**src/rtl/beat_tempo_tracker_if.sv**
```systemverilog
// Handshake bundle between the beat detector, the tempo tracker and the ADSR pulse filter.
interface beat_tempo_tracker_if #(
    parameter int unsigned BITS    = 8,
    parameter int unsigned MAX_BPM = 200
);
    localparam int unsigned BPM_W = $clog2(MAX_BPM + 1);

    logic             beat_in;
    logic [BITS-1:0]  beat_level;
    logic [BPM_W-1:0] bpm_estimate;
    logic             bpm_valid;
    logic [BITS-1:0]  pulse_amplitude;
    logic             beat_accepted;
    logic             busy;

    modport master (
        output beat_in, beat_level,
        input  bpm_estimate, bpm_valid, pulse_amplitude, beat_accepted, busy
    );

    modport slave (
        input  beat_in, beat_level,
        output bpm_estimate, bpm_valid, pulse_amplitude, beat_accepted, busy
    );
endinterface

```
**src/rtl/beat_tempo_tracker.sv**
```systemverilog
// Onset strobes -> smoothed BPM estimate (60000/interval_ms, IIR) and decaying pulse amplitude.
// Define BEAT_TIMEOUT_CLEAR_EN to clear the estimate when the beat stream times out.
module beat_tempo_tracker #(
    parameter int unsigned TICK_DIV   = 50_000,
    parameter int unsigned MIN_BPM    = 40,
    parameter int unsigned MAX_BPM    = 200,
    parameter int unsigned BITS       = 8,
    parameter int unsigned AVG_SHIFT  = 2,
    parameter int unsigned DECAY_STEP = 1
) (
    input  logic                 clk,
    input  logic                 reset,
    beat_tempo_tracker_if.slave  bus
);
    localparam int unsigned MAX_INT_MS = 60000 / MIN_BPM;
    localparam int unsigned MIN_INT_MS = 60000 / MAX_BPM;
    localparam int unsigned BPM_W      = $clog2(MAX_BPM + 1);
    localparam int unsigned TICK_W     = (TICK_DIV > 1) ? $clog2(TICK_DIV) : 1;
    localparam logic [15:0] DIVIDEND   = 16'd60000;

    typedef enum logic [1:0] {S_IDLE, S_ARMED, S_DIVIDE, S_UPDATE} state_t;

    state_t              state;
    logic [TICK_W-1:0]   tick_cnt;
    logic [15:0]         ms_cnt;
    logic [15:0]         interval;
    logic [15:0]         quo;
    logic [15:0]         rem;
    logic [3:0]          step;
    logic [BPM_W-1:0]    bpm_est;
    logic                bpm_vld;
    logic [BITS-1:0]     amp;
    logic                acc;
    logic                busy_r;

    logic                tick;
    logic                in_window;
    logic                accept;
    logic [16:0]         rem_shift;
    logic [16:0]         rem_trial;
    logic [BPM_W-1:0]    q_clamped;
    logic signed [9:0]   diff;
    logic [BPM_W-1:0]    bpm_next;

    always_comb begin
        tick      = (tick_cnt == TICK_W'(TICK_DIV - 1));
        in_window = (ms_cnt >= 16'(MIN_INT_MS)) && (ms_cnt <= 16'(MAX_INT_MS));
        accept    = bus.beat_in && ((state == S_IDLE) || ((state == S_ARMED) && in_window));

        // Restoring step: quo holds the not-yet-consumed dividend bits on top, quotient bits enter at the bottom.
        rem_shift = {rem, quo[15]};
        rem_trial = rem_shift - {1'b0, interval};

        if (quo < 16'(MIN_BPM))
            q_clamped = BPM_W'(MIN_BPM);
        else if (quo > 16'(MAX_BPM))
            q_clamped = BPM_W'(MAX_BPM);
        else
            q_clamped = BPM_W'(quo);

        diff     = $signed(10'(q_clamped)) - $signed(10'(bpm_est));
        bpm_next = BPM_W'($signed(10'(bpm_est)) + (diff >>> AVG_SHIFT));
    end

    always_ff @(posedge clk) begin
        if (reset) begin
            state    <= S_IDLE;
            tick_cnt <= '0;
            ms_cnt   <= '0;
            interval <= '0;
            quo      <= '0;
            rem      <= '0;
            step     <= '0;
            bpm_est  <= '0;
            bpm_vld  <= 1'b0;
            amp      <= '0;
            acc      <= 1'b0;
            busy_r   <= 1'b0;
        end else begin
            tick_cnt <= tick ? '0 : tick_cnt + 1'b1;
            acc      <= accept;

            if (accept)
                ms_cnt <= '0;
            else if (tick && (ms_cnt != '1))
                ms_cnt <= ms_cnt + 1'b1;

            if (accept)
                amp <= bus.beat_level;
            else if (tick)
                amp <= (amp > BITS'(DECAY_STEP)) ? amp - BITS'(DECAY_STEP) : '0;

            case (state)
                S_IDLE: begin
                    if (accept)
                        state <= S_ARMED;
                end
                S_ARMED: begin
                    if (accept) begin
                        interval <= ms_cnt;
                        quo      <= DIVIDEND;
                        rem      <= '0;
                        step     <= '0;
                        busy_r   <= 1'b1;
                        state    <= S_DIVIDE;
                    end else if (ms_cnt > 16'(MAX_INT_MS)) begin
                        state <= S_IDLE;
`ifdef BEAT_TIMEOUT_CLEAR_EN
                        bpm_est <= '0;
                        bpm_vld <= 1'b0;
`else
                        bpm_est <= bpm_est;
                        bpm_vld <= bpm_vld;
`endif
                    end
                end
                S_DIVIDE: begin
                    if (!rem_trial[16]) begin
                        rem <= rem_trial[15:0];
                        quo <= {quo[14:0], 1'b1};
                    end else begin
                        rem <= rem_shift[15:0];
                        quo <= {quo[14:0], 1'b0};
                    end
                    step <= step + 1'b1;
                    if (step == 4'd15)
                        state <= S_UPDATE;
                end
                S_UPDATE: begin
                    bpm_est <= bpm_vld ? bpm_next : q_clamped;
                    bpm_vld <= 1'b1;
                    busy_r  <= 1'b0;
                    state   <= S_ARMED;
                end
                default: state <= S_IDLE;
            endcase
        end
    end

    assign bus.bpm_estimate    = bpm_est;
    assign bus.bpm_valid       = bpm_vld;
    assign bus.pulse_amplitude = amp;
    assign bus.beat_accepted   = acc;
    assign bus.busy            = busy_r;
endmodule

```
**src/flat_wrapper.sv**
```systemverilog
// flat-port wrapper written by rule: the top's interface ports become plain ports
module beat_tempo_tracker_flat 
#(
    parameter int unsigned TICK_DIV   = 50_000,
    parameter int unsigned MIN_BPM    = 40,
    parameter int unsigned MAX_BPM    = 200,
    parameter int unsigned BITS       = 8,
    parameter int unsigned AVG_SHIFT  = 2,
    parameter int unsigned DECAY_STEP = 1
)
  (clk, reset, bus_beat_in, bus_beat_level, bus_bpm_estimate, bus_bpm_valid, bus_pulse_amplitude, bus_beat_accepted, bus_busy);
  beat_tempo_tracker_if #(.BITS(BITS), .MAX_BPM(MAX_BPM)) bus_i ();
  input  logic clk;
  input  logic reset;
  input wire logic [$bits(bus_i.beat_in)-1:0] bus_beat_in;
  input wire logic [$bits(bus_i.beat_level)-1:0] bus_beat_level;
  output wire logic [$bits(bus_i.bpm_estimate)-1:0] bus_bpm_estimate;
  output wire logic [$bits(bus_i.bpm_valid)-1:0] bus_bpm_valid;
  output wire logic [$bits(bus_i.pulse_amplitude)-1:0] bus_pulse_amplitude;
  output wire logic [$bits(bus_i.beat_accepted)-1:0] bus_beat_accepted;
  output wire logic [$bits(bus_i.busy)-1:0] bus_busy;
  assign bus_i.beat_in = bus_beat_in;
  assign bus_i.beat_level = bus_beat_level;
  assign bus_bpm_estimate = bus_i.bpm_estimate;
  assign bus_bpm_valid = bus_i.bpm_valid;
  assign bus_pulse_amplitude = bus_i.pulse_amplitude;
  assign bus_beat_accepted = bus_i.beat_accepted;
  assign bus_busy = bus_i.busy;
  beat_tempo_tracker #(.TICK_DIV(TICK_DIV), .MIN_BPM(MIN_BPM), .MAX_BPM(MAX_BPM), .BITS(BITS), .AVG_SHIFT(AVG_SHIFT), .DECAY_STEP(DECAY_STEP)) u_core (.clk(clk), .reset(reset), .bus(bus_i));
endmodule
```
**config.mk**
```make
export PLATFORM = sky130hd
export DESIGN_NAME = beat_tempo_tracker_flat
export DESIGN_NICKNAME = d
export VERILOG_FILES = /design/src/rtl/beat_tempo_tracker_if.sv /design/src/rtl/beat_tempo_tracker.sv /design/src/flat_wrapper.sv
export SDC_FILE = /design/constraint.sdc
export NUM_CORES = 1
export LEC_CHECK = 0
export CORE_MARGIN = 3
export CORE_UTILIZATION = 50
export CTS_BUF_LIST = sky130_fd_sc_hd__clkbuf_16
export CTS_CLUSTER_SIZE = 10
export DETAILED_ROUTE_END_ITERATION = 10
export PLACE_DENSITY = 0.68
export SYNTH_ARGS = -nofsm -noshare
export SYNTH_HDL_FRONTEND = slang
export SYNTH_SLANG_ARGS = --single-unit
```
**constraint.sdc**
```tcl
create_clock -name clk -period 8.2 [get_ports clk]
set_clock_uncertainty 0.05 [all_clocks]
set_input_delay 1.64 -clock clk [delete_from_list [all_inputs] [get_ports clk]]
set_output_delay 1.64 -clock clk [all_outputs]
set_load 0.05 [all_outputs]
```
# After elaboration in Yosys (flattened, before gate mapping)
# Index checks and enable logic that the tools add are counted.
dict set report classes {
  n_addsub 7
  magnitude_cmp 6
  n_eq_ne 10
  n_mux 21
  reduce_logical 15
}
# op count
set ops {}
lappend ops {{case mux 16 bit (2 select lines)} 2}
lappend ops {{two-way mux 16 bit} 3}
lappend ops {{two-way mux 8 bit} 6}
lappend ops {{adder 16 x 1 -> 16 bit (second input constant)} 2}
lappend ops {{subtractor 17 x 16 -> 17 bit} 1}
lappend ops {{== test 16 bit (second input constant)} 1}
lappend ops {{greater-or-equal comparator 16 x 9 -> 1 bit (second input constant)} 1}
lappend ops {{> comparator 16 x 11 -> 1 bit (second input constant)} 1}
lappend ops {{> comparator 16 x 8 -> 1 bit (second input constant)} 1}
lappend ops {{less-or-equal comparator 16 x 11 -> 1 bit (second input constant)} 1}
lappend ops {{less-than comparator 16 x 6 -> 1 bit (second input constant)} 1}
lappend ops {{inequality test 16 bit (second input constant)} 1}
lappend ops {{subtractor 8 x 8 -> 9 bit} 1}
lappend ops {{adder 8 x 7 -> 8 bit} 1}
lappend ops {{> comparator 8 x 1 -> 1 bit (second input constant)} 1}
lappend ops {{two-way mux 2 bit} 4}
lappend ops {{case mux 2 bit (4 select lines)} 1}
lappend ops {{case mux 4 bit (2 select lines)} 1}
lappend ops {{subtractor 8 x 1 -> 8 bit (second input constant)} 1}
lappend ops {{inequality test 2 x 1 -> 1 bit (second input constant)} 3}
lappend ops {{AND reduction 2 bit} 3}
lappend ops {{nonzero test 2 bit} 3}
lappend ops {{adder 4 x 1 -> 4 bit (second input constant)} 1}
lappend ops {{== test 2 bit (second input constant)} 2}
lappend ops {{other kinds (11)} 16}
dict set report word_totals {
  register_bits 105
}

# Depth between registers and ports, before layout
dict set report logic_depth {
  ltp_word 7
  depth_mapped 20
  depth_no_buf 20
}

# Worst setup path before layout
# Ideal clock, no wire load.
dict set report synth_timing {
  path_type {flip-flop to flip-flop}
  from {register u_core.quo[15]}
  to {register u_core.bpm_est[7] (netlist: u_core.bus.bpm_estimate[7])}
  arrival_ns 4.686
  slack_ns 3.332
  stages_incl_launch_ff 21
  period_less_slack_ns 4.868
  path_cell_list {dfxtp_1 nor4_1 nand2_1 a211oi_2 and2_1 ha_1 and3b_1 a211o_1 a41o_1 o31ai_1 o21ai_2 o21a_1 nor2_1 ha_1 or3_1 o21ai_0 a21oi_1 xnor2_1 or4b_2 mux2i_1 o32ai_1}
}
dict set report synth_between {
  elab_chain_len 6
  elab_cells_between_ends 7
}
# element line
set synth_lines {}
lappend synth_lines {{start: declaration} beat_tempo_tracker.sv:27} ;# logic [15:0] quo;
lappend synth_lines {{start signal: assignment} beat_tempo_tracker.sv:120} ;# quo <= {quo[14:0], 1'b1};
lappend synth_lines {{start signal: assignment} beat_tempo_tracker.sv:123} ;# quo <= {quo[14:0], 1'b0};
lappend synth_lines {{> comparator 16 x 8 -> 1 bit} beat_tempo_tracker.sv:56} ;# else if (quo > 16'(MAX_BPM))
lappend synth_lines {{two-way mux 8 bit} beat_tempo_tracker.sv:56}
lappend synth_lines {{two-way mux 8 bit (*)} beat_tempo_tracker.sv:54} ;# if (quo < 16'(MIN_BPM))
lappend synth_lines {{subtractor 8 x 8 -> 9 bit} beat_tempo_tracker.sv:61} ;# diff = $signed(10'(q_clamped)) - $signed(10'(bpm_est));
lappend synth_lines {{adder 8 x 7 -> 8 bit} beat_tempo_tracker.sv:62} ;# bpm_next = BPM_W'($signed(10'(bpm_est)) + (diff >>> AVG_SHIFT));
lappend synth_lines {{two-way mux 8 bit (*)} beat_tempo_tracker.sv:130} ;# bpm_est <= bpm_vld ? bpm_next : q_clamped;
lappend synth_lines {{end signal: assignment} beat_tempo_tracker.sv:112} ;# bpm_est <= bpm_est;
lappend synth_lines {{end signal: assignment} beat_tempo_tracker.sv:130}
lappend synth_lines {{end: declaration} beat_tempo_tracker.sv:30} ;# logic [BPM_W-1:0] bpm_est;
# Every way passes the cells marked *; elsewhere a longest branch is shown, timed or not.
# A chain may end at the register's enable or synchronous reset.

# Worst setup path after layout
# Ends and elaborated chain as after synthesis.

==> results by group <==
Pwr
  – Peak supply drop: 0.0996 mV
  – Static power due to leakage: 2.44 nW
  – Total power after layout: 1.28 mW
  – Total power density per cell area: 190 nW/um^2

Critical path
  – Data arrival time at the worst-slack endpoint: 5500 ps
  – Source of the critical timing path: u_core.quo[15]
  – Cell occurring most often along the worst timing path: ha_1
  – Worst EP required: 8360 ps
  – Kind of critical path: flop to flop
  – Reg-to-reg critical path startpoint: u_core.quo[15]
  – Sort of element at the end of the critical path: flop
  – Cell count of the worst reg-to-reg path: 20
  – Critical Path Source Type: flop
  – Crit-path slowest cell: or4b_2
  – Endpoint of the worst register-to-register path: u_core.bus.bpm_estimate[7]
  – Register-to-Register Setup Slack: 2860 ps
  – Cell-by-cell trace of the critical path: nor4_1 -> nand2_1 -> a211oi_2 -> and2_1 -> ha_1 -> and3b_1 -> a211o_1 -> a41o_1 -> o31ai_1 -> o21ai_2 -> o21a_1 -> nor2_1 -> ha_1 -> or3_1 -> o21ai_0 -> a21oi_1 -> xnor2_1 -> or4b_2 -> mux2i_1 -> o32ai_1
  – Critical path peak fanout: 6
  – Stage delay of the slowest cell on the critical path: 620 ps

Min path
  – Source of the worst hold timing path: u_core.tick_cnt[0]
  – Kind of path behind the tightest hold check: flop to flop
  – Worst Hold Depth: 1
  – Hold endpoint: u_core.tick_cnt[0]

Detailed routing
  – Number of optimization iterations in the first detailed-route pass: 5
  – Post-detailed-route via-to-cell ratio: 5.57
  – Final Routed Wirelength: 12400 microns
  – Average wire per standard cell: 13.7 microns
  – DRT iter0 DRCs: 298
  – Remaining DRCs: 0
  – Routed via count: 5051
  – Number of nets with antenna violations after routing: 0

Timing
  – Final Hold Violating Endpoints: 0
  – Max Slew Vio Count: 0
  – Final worst path period share: 65.1%
  – Time the final worst path needs with I/O delays and setup: 5340 ps
  – Setup repair after global routing missed its margin: false
  – Total Neg Setup Slack: 0 ps
  – Worst-case headroom to the max-slew limit: 25.2%
  – Count of endpoints failing setup in the final report: 0
  – Fmax: 0.187 GHz
  – Slew at the pin closest to its max-slew limit: 1120 ps

Final layout
  – Fillers: 1071
  – Number of nets at the end of the flow: 815
  – Area added between synthesis and finish: 10.7%
  – Area used by multi-input combinational logic: 3660 sq um
  – Area occupied by registers: 2100 sq um
  – Proportion of layout cells with a drive suffix above 1: 5.50%
  – Antenna diode count: 0

Floorplanning
  – Total core area: 11700 sq um
  – Starting density of the core: 52.2%
  – Number of standard-cell rows in the floorplan: 39
  – Vertical extent of the die: 116 microns
  – Die X: 116 microns
  – Number of I/O pins: 30
  – Die area: 13500 sq um

Synth
  – Synthesized netlist net count: 800
  – Synthesized area per cell: 8.18 sq um
  – Yosys top cell by area: dfxtp_1
  – Netlist area before placement: 6080 sq um
  – Fraction of post-synthesis cell area in the top cell type by area: 34.6%
  – Top cells by area, synth: dfxtp_1 35%, ha_1 8.8%, nor2_1 6.5%
  – Top_reg_cell synth: dfxtp_1
  – Yosys reg bits: 105
  – Count of yosys warnings during synthesis: 0
  – Most frequent cell after synthesis: nor2_1
  – Post-synthesis instance total: 744
  – Part of the Yosys area used for sequential elements: 34.6%
  – Number of distinct library cell variants in the gate-level netlist after synthesis: 69
  – Async set or reset register ratio after synthesis: 0%
  – Leading cell types by count after synthesis: 106 x nor2_1, 105 x dfxtp_1, 56 x a21oi_1
  – Post-synth EDFFs: 0

CTS
  – Clock latency on the worst-skew pair: 340 ps
  – Inserted Clock Buffers: 9
  – CTS root buf: clkbuf_16
  – Clock tree from TritonCTS: yes
  – Maximum buffer depth of the clock tree: 2
  – Post-CTS sizing: 0
  – Number of buffers inserted by hold repair at cts: 0
  – Setup fix buffers added after clock tree synthesis: 0
  – Clock tree sinks: 105
  – Clock transition at path regs: 70 ps
  – Level count of the clock H-tree: 3

Global route
  – Initial antenna violation count: 0
  – Global route total overflow: 0
  – First-pass GRT wire length: 21800 microns
  – Pin count of the biggest net entering global routing: 67
  – Total routing resource utilization after global routing: 19.5%
  – Vias in the first global route: 4796

Status
  – Result of the run: completed

Placed design
  – Detailed-placement wirelength estimate: 9160 microns
  – Count of port buffers added during placement: 29
  – Routability congestion estimate from global placement: 0.850

Job
  – Number of maximum-capacitance violations: 0
[through the flow]
step	cells	hold slack [ps]	instance area [sq um]	setup slack [ps]	util [%]
finish	907	404	6740	2860	57.8
global route	907	426	6740	2460	57.8
CTS	907	408	6740	2830	57.8
detailed placement	891	398	6420	2870	55.1
global placement	891	378	6420	2990	55.1
floorplan	744	368	6080	3330	-
[logic make-up after synthesis]
| logic type | after synthesis | share of synthesized area, % |
|---|---|---|
| adders and majority gates | 45 | 9.50 |
| muxes | 12 | 1.97 |
| DFF | 105 | 34.6 |
| and+or+nand+nor | 269 | 21.1 |
| AOI/OAI and AO/OA | 190 | 20.5 |
| buffers and inverters | 74 | 5.29 |
| xor gates and xnor gates | 49 | 7.05 |
[worst max-delay path by stage]
stage	endpoint	slack [ps]
6_report	u_core.bus.bpm_estimate[7]	2860
5_1_grt	u_core.bus.bpm_estimate[7]	2460
4_1_cts	u_core.bus.bpm_estimate[7]	2830
3_5_place_dp	u_core.bus.bpm_estimate[7]	2870
3_3_place_gp	u_core.bus.bpm_estimate[7]	2990
2_1_floorplan	u_core.bus.bpm_estimate[7]	3330
[state kept, by name, indices dropped and copies added (netlist names)]
signal	count
u_core.bus.beat_accepted	1
u_core.ms_cnt	16
u_core.bus.pulse_amplitude	8
u_core.bus.bpm_valid	1
u_core.rem	16
u_core.step	4
u_core.tick_cnt	16
u_core.interval	16
u_core.quo	16
u_core.bus.bpm_estimate	8
u_core.bus.busy	1
u_core.state	2
[critical path, delay by kind of cell (launching register included)]
kind,cells,cell delay [ps]
AND/OR/NAND/NOR,7,1970
AO/OA/AOI/OAI,9,1940
adder cells (fa/ha/maj),2,550
flip-flops,1,340
XOR/XNOR,1,190
multiplexers,1,150
[cells in the final DEF, fill, tap and decap left out, drive strengths merged, types with 27 or more instances in the layout]
master | synthesis | final
clkdlybuf4s50 | 0 | 28
inv | 46 | 48
nand3 | 30 | 30
a21oi | 57 | 57
xnor2 | 27 | 27
nor2 | 106 | 106
ha | 43 | 43
nand2 | 54 | 54
o21ai | 43 | 43
dfxtp | 105 | 105
[report_power, final]
group | switching, mW | internal, mW | total (mW)
clock network | 0.206 | 0.243 | 0.449
logic | 0.174 | 0.116 | 0.290
registers | 0.0144 | 0.523 | 0.538
total | 0.394 | 0.883 | 1.28
[per-layer routing]
metal	share of wire, %	up-vias	global-route usage, %	routed length [microns]
li1	-	2647	-	-
met1	49	2329	26.5	6070
met5	0	-	0	0
met4	1.0	0	6.50	125
met2	47	66	31.6	5840
met3	2.9	9	3.06	364
[area by class of cell]
cell class	count	area share, %
clock buffers	9	3.34
clock inverters	7	1.34
inverters	46	2.56
multi-input cells	565	54.3
flip-flops and latches	105	31.2
well taps	143	2.66
repair buffers	32	4.57
No activity file was read; power rests on OpenSTA's default activity.
